File: config.mk
export PLATFORM = sky130hd
export DESIGN_NAME = wrr_pkt_arbiter
export DESIGN_NICKNAME = d
export VERILOG_FILES = /design/src/rtl/arb_pkg.sv /design/src/rtl/rr_pick.sv /design/src/rtl/wrr_pkt_arbiter.sv
export SDC_FILE = /design/constraint.sdc
export NUM_CORES = 1
export LEC_CHECK = 0
export ABC_AREA = 1
export CAP_MARGIN = 15
export CORE_MARGIN = 2
export CORE_UTILIZATION = 43
export CTS_BUF_LIST = sky130_fd_sc_hd__clkbuf_8
export CTS_CLUSTER_DIAMETER = 150
export DETAILED_ROUTE_END_ITERATION = 8
export PLACE_DENSITY = 0.88
export SLEW_MARGIN = 0
export SYNTH_ARGS = -nofsm -noshare
export SYNTH_HDL_FRONTEND = slang
export SYNTH_SLANG_ARGS = --single-unit
File: constraint.sdc
create_clock -name clk -period 2 [get_ports clk]
set_input_delay 0.3 -clock clk [delete_from_list [all_inputs] [get_ports clk]]
set_output_delay 0.3 -clock clk [all_outputs]
set_load 0.005 [all_outputs]
File: src/rtl/arb_pkg.sv
// Shared arbiter types and helpers: FSM state encoding and a one-hot to binary encoder.
package arb_pkg;

  typedef enum logic {ARB_IDLE, ARB_BUSY} arb_state_e;

  // Encodes a one-hot vector of up to 64 bits. Callers zero-extend the input and
  // truncate the result to their own index width.
  function automatic logic [5:0] onehot_to_idx(input logic [63:0] onehot);
    logic [5:0] idx;
    idx = '0;
    for (int i = 0; i < 64; i++) begin
      if (onehot[i]) idx |= 6'(i);
    end
    return idx;
  endfunction

endpackage

File: src/rtl/rr_pick.sv
// Round-robin pick: lowest eligible requester at or above the pointer mask, else wraps to lowest eligible.
module rr_pick
  import arb_pkg::*;
#(
  parameter  int REQ_NUM = 8,
  localparam int IDX_W   = $clog2(REQ_NUM)
) (
  input  logic [REQ_NUM-1:0] eligible,
  input  logic [REQ_NUM-1:0] ptr_mask,
  output logic [REQ_NUM-1:0] winner,
  output logic [IDX_W-1:0]   winner_idx,
  output logic               any
);

  logic [REQ_NUM-1:0] masked;
  logic [REQ_NUM-1:0] pool;

  always_comb begin
    masked     = eligible & ptr_mask;
    pool       = (|masked) ? masked : eligible;
    // x & ~(x-1) isolates the lowest set bit
    winner     = pool & ~(pool - REQ_NUM'(1));
    winner_idx = IDX_W'(onehot_to_idx(64'(winner)));
    any        = |eligible;
  end

endmodule

File: src/rtl/wrr_pkt_arbiter.sv
// Weighted round-robin packet arbiter: grants lock for whole packets, each owner keeps
// the port for up to its weight in packets, outputs decode from registered state only.
module wrr_pkt_arbiter
  import arb_pkg::*;
#(
  parameter  int REQ_NUM  = 8,
  parameter  int WEIGHT_W = 4,
  localparam int IDX_W    = $clog2(REQ_NUM)
) (
  input  logic                        clk,
  input  logic                        rst_n,
  input  logic [REQ_NUM-1:0]          reqs,
  input  logic [REQ_NUM-1:0]          req_last,
  input  logic [REQ_NUM*WEIGHT_W-1:0] weights,
  input  logic                        gnt_ready,
  output logic [REQ_NUM-1:0]          grants,
  output logic [IDX_W-1:0]            grant_idx,
  output logic                        grant_valid
);

  // Handshake: a beat transfers when the owner holds reqs high and gnt_ready is high
  // in the same BUSY cycle; req_last qualifies that beat as the packet's final one.

  arb_state_e         state_q;
  logic [IDX_W-1:0]   owner_q;
  logic [WEIGHT_W-1:0] credit_q;
  logic               in_pkt_q;
  logic [REQ_NUM-1:0] ptr_mask_q;

  logic [REQ_NUM-1:0]  eligible;
  logic [REQ_NUM-1:0]  win_oh;
  logic [IDX_W-1:0]    win_idx;
  logic                win_any;
  logic [WEIGHT_W-1:0] win_weight;
  logic                busy;
  logic                beat;
  logic                last_beat;
  logic                release_now;
  logic                arb_en;

  always_comb begin
    eligible = '0;
    for (int i = 0; i < REQ_NUM; i++) begin
      eligible[i] = reqs[i] & (|weights[i*WEIGHT_W +: WEIGHT_W]);
    end
  end

  rr_pick #(.REQ_NUM(REQ_NUM)) u_pick (
    .eligible   (eligible),
    .ptr_mask   (ptr_mask_q),
    .winner     (win_oh),
    .winner_idx (win_idx),
    .any        (win_any)
  );

  always_comb begin
    win_weight  = weights[win_idx*WEIGHT_W +: WEIGHT_W];
    busy        = (state_q == ARB_BUSY);
    beat        = busy & reqs[owner_q] & gnt_ready;
    last_beat   = beat & req_last[owner_q];
    // An owner idle between packets forfeits its remaining credit
    release_now = busy & ((last_beat & (credit_q == WEIGHT_W'(1))) |
                          (~in_pkt_q & ~reqs[owner_q]));
    arb_en      = ~busy | release_now;
  end

  always_ff @(posedge clk or negedge rst_n) begin
    if (!rst_n) begin
      state_q    <= ARB_IDLE;
      owner_q    <= '0;
      credit_q   <= '0;
      in_pkt_q   <= 1'b0;
      ptr_mask_q <= '1;
    end else if (arb_en && win_any) begin
      state_q    <= ARB_BUSY;
      owner_q    <= win_idx;
      credit_q   <= win_weight;
      in_pkt_q   <= 1'b0;
      // Next search starts strictly above the winner; empty for the top requester
      ptr_mask_q <= ~(win_oh | (win_oh - REQ_NUM'(1)));
    end else begin
      if (release_now) state_q <= ARB_IDLE;
      if (beat) begin
        in_pkt_q <= ~req_last[owner_q];
        if (req_last[owner_q]) credit_q <= credit_q - WEIGHT_W'(1);
      end
    end
  end

  assign grants      = busy ? (REQ_NUM'(1) << owner_q) : '0;
  assign grant_idx   = busy ? owner_q : '0;
  assign grant_valid = busy;

endmodule

==> impl_results.md, run 1 <==
* Status: stopped before the end
* Stage reached: global routing (5_1_grt)
* Stop err: [ERROR GRT-0232] Routing congestion too high. Check the congestion heatmap in the GUI.
* Synthesis Warnings at 0
* Starting Density at 0.4544
* CTS max path bufs at 2
* Post-synth EDFFs at 0
* CTS buffer count at 3
* Largest net degree at the start of global routing at 18
* Synth Instances at 329
* Chip Width at 69.71 µm
* Total track usage at 0.6403
* Routability cong. at 1.025
* FP Rows at 23
* CTS sink count at 17
* Post-synthesis sequential area ratio at 0.2345
* Synthesized area at 1857 µm²
* Total number of H-tree levels at 1
* Post-DP HPWL at 5222 µm
* Post-synth top flop: dfrtp_1
* Worst_ep grt: credit_q[1]$_DFFE_PN0P_/D
* Worst EP Category: sequential cell input
* Die Span Y at 69.71 µm
* FF+latch count, synth at 17
* Synth cell types at 25
* Syn Nets at 382
* CTS Hold Bufs at 0
* Async S/R FF share, synth at 1.000
* Port bufs at 62
* CTS root buf: clkbuf_8
* GR Overflow Total at 7
* Placed Area at 2894 µm²
* Synth Area per Inst at 5.644 µm²
* Io pins at 63
metal layers:
layer,GRT overflow,track usage
met1,0,0.6476
met2,2,0.8910
met3,0,0.3488
met4,5,0.6731
met5,0,0
synthesized netlist by cell type (3+ instances only):
library cell,count,area (µm²)
nor2_1,36,135.1
o21ai_0,15,75.07
nand3_1,50,250.2
nand2_2,3,18.77
a22oi_1,3,22.52
nor2_2,3,18.77
nand3b_1,5,37.54
dfrtp_1,9,225.2
dfstp_2,8,210.2
inv_1,71,266.5
nand4_1,3,18.77
a21oi_1,5,25.02
o22ai_1,4,25.02
buf_2,3,15.01
nand2_1,96,360.4
per-stage QoR:
step / utilization / hold WS (ps) / instances / setup slack, ps
3_3_place_gp: 0.7082 / 474.6 / 486 / -761.4
2_1_floorplan: - / 4.409 / 329 / 18.78
3_5_place_dp: 0.7082 / 467.9 / 486 / -850.9
4_1_cts: 0.8873 / 372.7 / 534 / -167.3
cells by family after synthesis:
family                   Yosys count  share of synthesized area
AO/OA/AOI/OAI                     29                    0.08759
AND/OR/NAND/NOR                  203                     0.4933
buffers and inverters             76                     0.1617
adder cells (fa/ha/maj)            2                    0.01347
flip-flops                        17                     0.2345
XOR/XNOR                           2                   0.009436
what timing repair did:
item / in CTS
pin swaps: 76
setup buffers: 38
gates resized for setup: 186
setup endpoints to repair: 18
cloned: 6
hold endpoints to repair: 0
==> run 2: changes to the inputs <==
--- a/config.mk
+++ b/config.mk
@@ -8,11 +8,9 @@
 export ABC_AREA = 1
 export CAP_MARGIN = 15
 export CORE_MARGIN = 2
-export CORE_UTILIZATION = 43
-export CTS_BUF_LIST = sky130_fd_sc_hd__clkbuf_8
-export CTS_CLUSTER_DIAMETER = 150
+export CORE_UTILIZATION = 30
 export DETAILED_ROUTE_END_ITERATION = 8
-export PLACE_DENSITY = 0.88
+export PLACE_DENSITY_LB_ADDON = 0.15
 export SLEW_MARGIN = 0
 export SYNTH_ARGS = -nofsm -noshare
 export SYNTH_HDL_FRONTEND = slang
==> constraint.sdc (replaced) <==
create_clock -name clk -period 2.6 [get_ports clk]
set_input_delay 0.39 -clock clk [delete_from_list [all_inputs] [get_ports clk]]
set_output_delay 0.39 -clock clk [all_outputs]
set_load 0.005 [all_outputs]
==> run 2 against run 1 <==
The flow now finishes without violations. Synthesized cell count did not move. Synthesized area did not move.
==> impl_results.md, run 2 <==
* R2R depth at 16
* Most frequent cells after synthesis: 96 x nand2_1, 71 x inv_1, 50 x nand3_1, 36 x nor2_1, 15 x o21ai_0
* Top-count cell post-synth: nand2_1
* Residual DRC at 0
* Crit path DAT at 2530 ps
* Post-synth top flop: dfrtp_1
* Starting Density at 0.3118
* Synth cell types at 25
* Layout area overhead at 71.43%
* Min-delay worst type: in2async
* Port bufs at 62
* CP max stage delay at 470 ps
* Syn Nets at 382
* Tot Pwr at 3.435 mW
* DR WL/cell at 13.10 µm
* Worst r2r src: owner_q[0]
* # setup viols final at 0
* Final Util at 0.5345
* Maxcap violations at 0
* Fillers at 593
* Fmax at 421.6 MHz
* FP Rows at 28
* Simple logic cell fraction of the synthesized area at 0.4933
* Synth Instances at 329
* Main combinational cell family by area after synthesis: simple AND/OR/NAND/NOR gates
* Synth Area per Inst at 5.644 µm²
* Slew Viols, Final at 0
* Post-DP HPWL at 5084 µm
* Int Pwr at 1.708 mW
* Net switching power at 1.727 mW
* Status: completed
* VDD IR max at 0.5820 mV
* Iter 0 DRT Violations at 126
* Slew @ Worst Pin at 302.4 ps
* CTS sink count at 17
* Top cells by area, synth: nand2_1 19%, inv_1 14%, nand3_1 13%
* Async S/R FF share, synth at 1.000
* Net count, final at 486
* Synth Area in XOR/XNOR at 0.009434
* Vias at 2,368
* Post-synthesis sequential area ratio at 0.2345
* Share of cells above drive strength 1 at 0.2384
* Worst setup path end: credit_q[3]
* Clock Power Share at 0.061
* Chip Width at 82.67 µm
* DIE AREA at 6834 µm²
* Max transition margin at 0.7977
* Critical path fanouts, max at 8
* Leading cell types in the layout, fill and taps excluded: 84 x nand2_1, 68 x inv_1, 38 x nand3_1
* Pre-CTS setup slack at -317.8 ps
* R2R Setup Slk at 360 ps
* Register Area at 435.4 µm²
* Antenna violations before repair at 0
* Final non-filler cell total at 507
* Logic pwr share at 0.784
* Synth Area in Adders at 0.01348
* Crit path time final at 2372 ps
* Crit path required time at 2760 ps
* Total number of H-tree levels at 1
* DP Cell Count at 493
* Crit Path Category: in2reg
* Post-synth EDFFs at 0
* Antenna cells at 0
* FF+latch count, synth at 17
* Clock skew at 4.166 ps
* CTS max path bufs at 2
* Register with the highest flop count: ptr_mask_q
* RSZ-0062 raised after global routing: false
* Io pins at 63
* Final-report hold violation count at 0
* CP delay by family, top: simple AND/OR/NAND/NOR gates
* GR Overflow Total at 0
* CTS root buf: clkbuf_8
* Total wire length at 6640 µm
* Core area at 5956 µm²
* Clock slew at reported path FFs at 80 ps
* CP max-delay cell: clkdlybuf4s50_1
* Die Span Y at 82.67 µm
* Pre-antenna DRT Iters at 5
* WP buf/inv at 5
* Largest net degree at the start of global routing at 18
* Crit end category: register
* Synthesized area at 1857 µm²
* Fin crit share at 0.9123
* Total track usage at 0.1797
* Post-synthesis compound-gate area fraction at 0.08760
* Commonest non-fill, non-tap cell in the layout: nand2_1
* Area of the multi-input gates at 1306 µm²
* Critical Path Source Type: primary input
* Synthesis Warnings at 0
* Flop pwr share at 0.155
* Routability cong. at 0.8823
* Post-route ant nets at 0
* Pwr/cell area at 1079 nW/µm²
* CTS buffer count at 3
* Vias in the first global route at 1,989
* WP depth at 19
* First-pass GRT wire length at 9363 µm
* Crit path cell chain: clkdlybuf4s50_1, nand3_2, nand2_2, nor2_4, nand2_4, nand2_4, nand2_4, buf_4, inv_1, a21oi_1, nor2_4, clkbuf_16, nand3_1, nand3_1, nand2_1, nand2_1, nand3_1, nand2_1, inv_1
* Top-area cell type share of the netlist area at 0.1941
* Critical R2R Capture: credit_q[1]
* Mux contribution to synthesized area at 0
* Clk Latency, worst-skew pair at 260 ps
* Worst setup margin at 228.1 ps
* Max FFs per register at 8
* Largest registers: ptr_mask_q (8), credit_q (4), owner_q (3)
* Vias/cell at 4.671
* CP startpoint: reqs[5]
* Leak at 1.947 nW
* Switching share of power at 0.5028
* Cell taking the most area after synthesis: nand2_1
* CTS tree: yes
[run 2: repair_timing]
item / 4_1_cts / 5_1_grt
setup buffers: 1 / 6
endpoints found under the setup margin: 4 / 6
gates cloned: 1 / 2
pin swaps: 1 / 35
hold buffers: 0 / 0
gates resized for setup: 3 / 77
endpoints found under the hold margin: 0 / 0
[run 2: final cells by class]
type / instances / area share
multi-input cells: 238 / 0.4104
repair buffers: 102 / 0.3251
flip-flops and latches: 17 / 0.1368
inverters: 71 / 0.08373
well taps: 75 / 0.02948
clock buffers: 3 / 0.01297
clock inverters: 1 / 0.001572
[run 2: worst reg2reg max path, cell delays in order (launching register included)]
cell     delay (ps)
dfrtp_1         420
nand2_1         180
inv_1            90
a22oi_1         180
nand2_1          70
o21a_1          200
nand3_1          90
nor2_1           60
nand4_1          70
nand2_1          80
nand2_1         130
buf_4           180
nand2_1          70
inv_1           120
nand2_1          60
nand2_1          60
inv_1            40
[run 2: power by group through the flow]
| stage | sequential [mW] | clock [mW] | combinational, mW |
|---|---|---|---|
| 5_1_grt | 0.554 | 0.227 | 3.02 |
| 4_1_cts | 0.526 | 0.217 | 2.42 |
| 6_report | 0.533 | 0.209 | 2.69 |
| 2_1_floorplan | 0.503 | 0 | 1.53 |
| 3_5_place_dp | 0.529 | 0 | 2.38 |
| 3_3_place_gp | 0.530 | 0 | 2.37 |
[run 2: routing by layer]
metal  GRT usage  wire, µm
met2      0.3145      3321
met3     0.01957       274
met1      0.2435      2954
met5           0         0
met4     0.02459        90
[run 2: cell families (layout without fill, tap and decap cells)]
family,after synthesis,in the layout
AO/OA/AOI/OAI,29,29
XOR/XNOR,2,2
adder cells (fa/ha/maj),2,2
buffers and inverters,76,177
flip-flops,17,17
AND/OR/NAND/NOR,203,205
[run 2: metrics by stage]
stage	area [µm²]	setup TNS [ps]	hold slack (ps)
floorplan	1857	0	94.41
global placement	2790	-1681	480.6
detailed placement	2790	-1442	482.6
CTS	2859	0	476.1
global route	3183	0	489.9
finish	3183	0	469.7
[run 2: worst min path at each step]
stage | end | slack (ps) | cells after the start
global placement | ptr_mask_q[0] | 480 | 2
detailed placement | ptr_mask_q[0] | 480 | 2
CTS | owner_q[1] | 480 | 2
floorplan | credit_q[0] | 90 | 0
global route | credit_q[3] | 490 | 2
finish | owner_q[0] | 470 | 2
(Power assumes the default switching activity.)
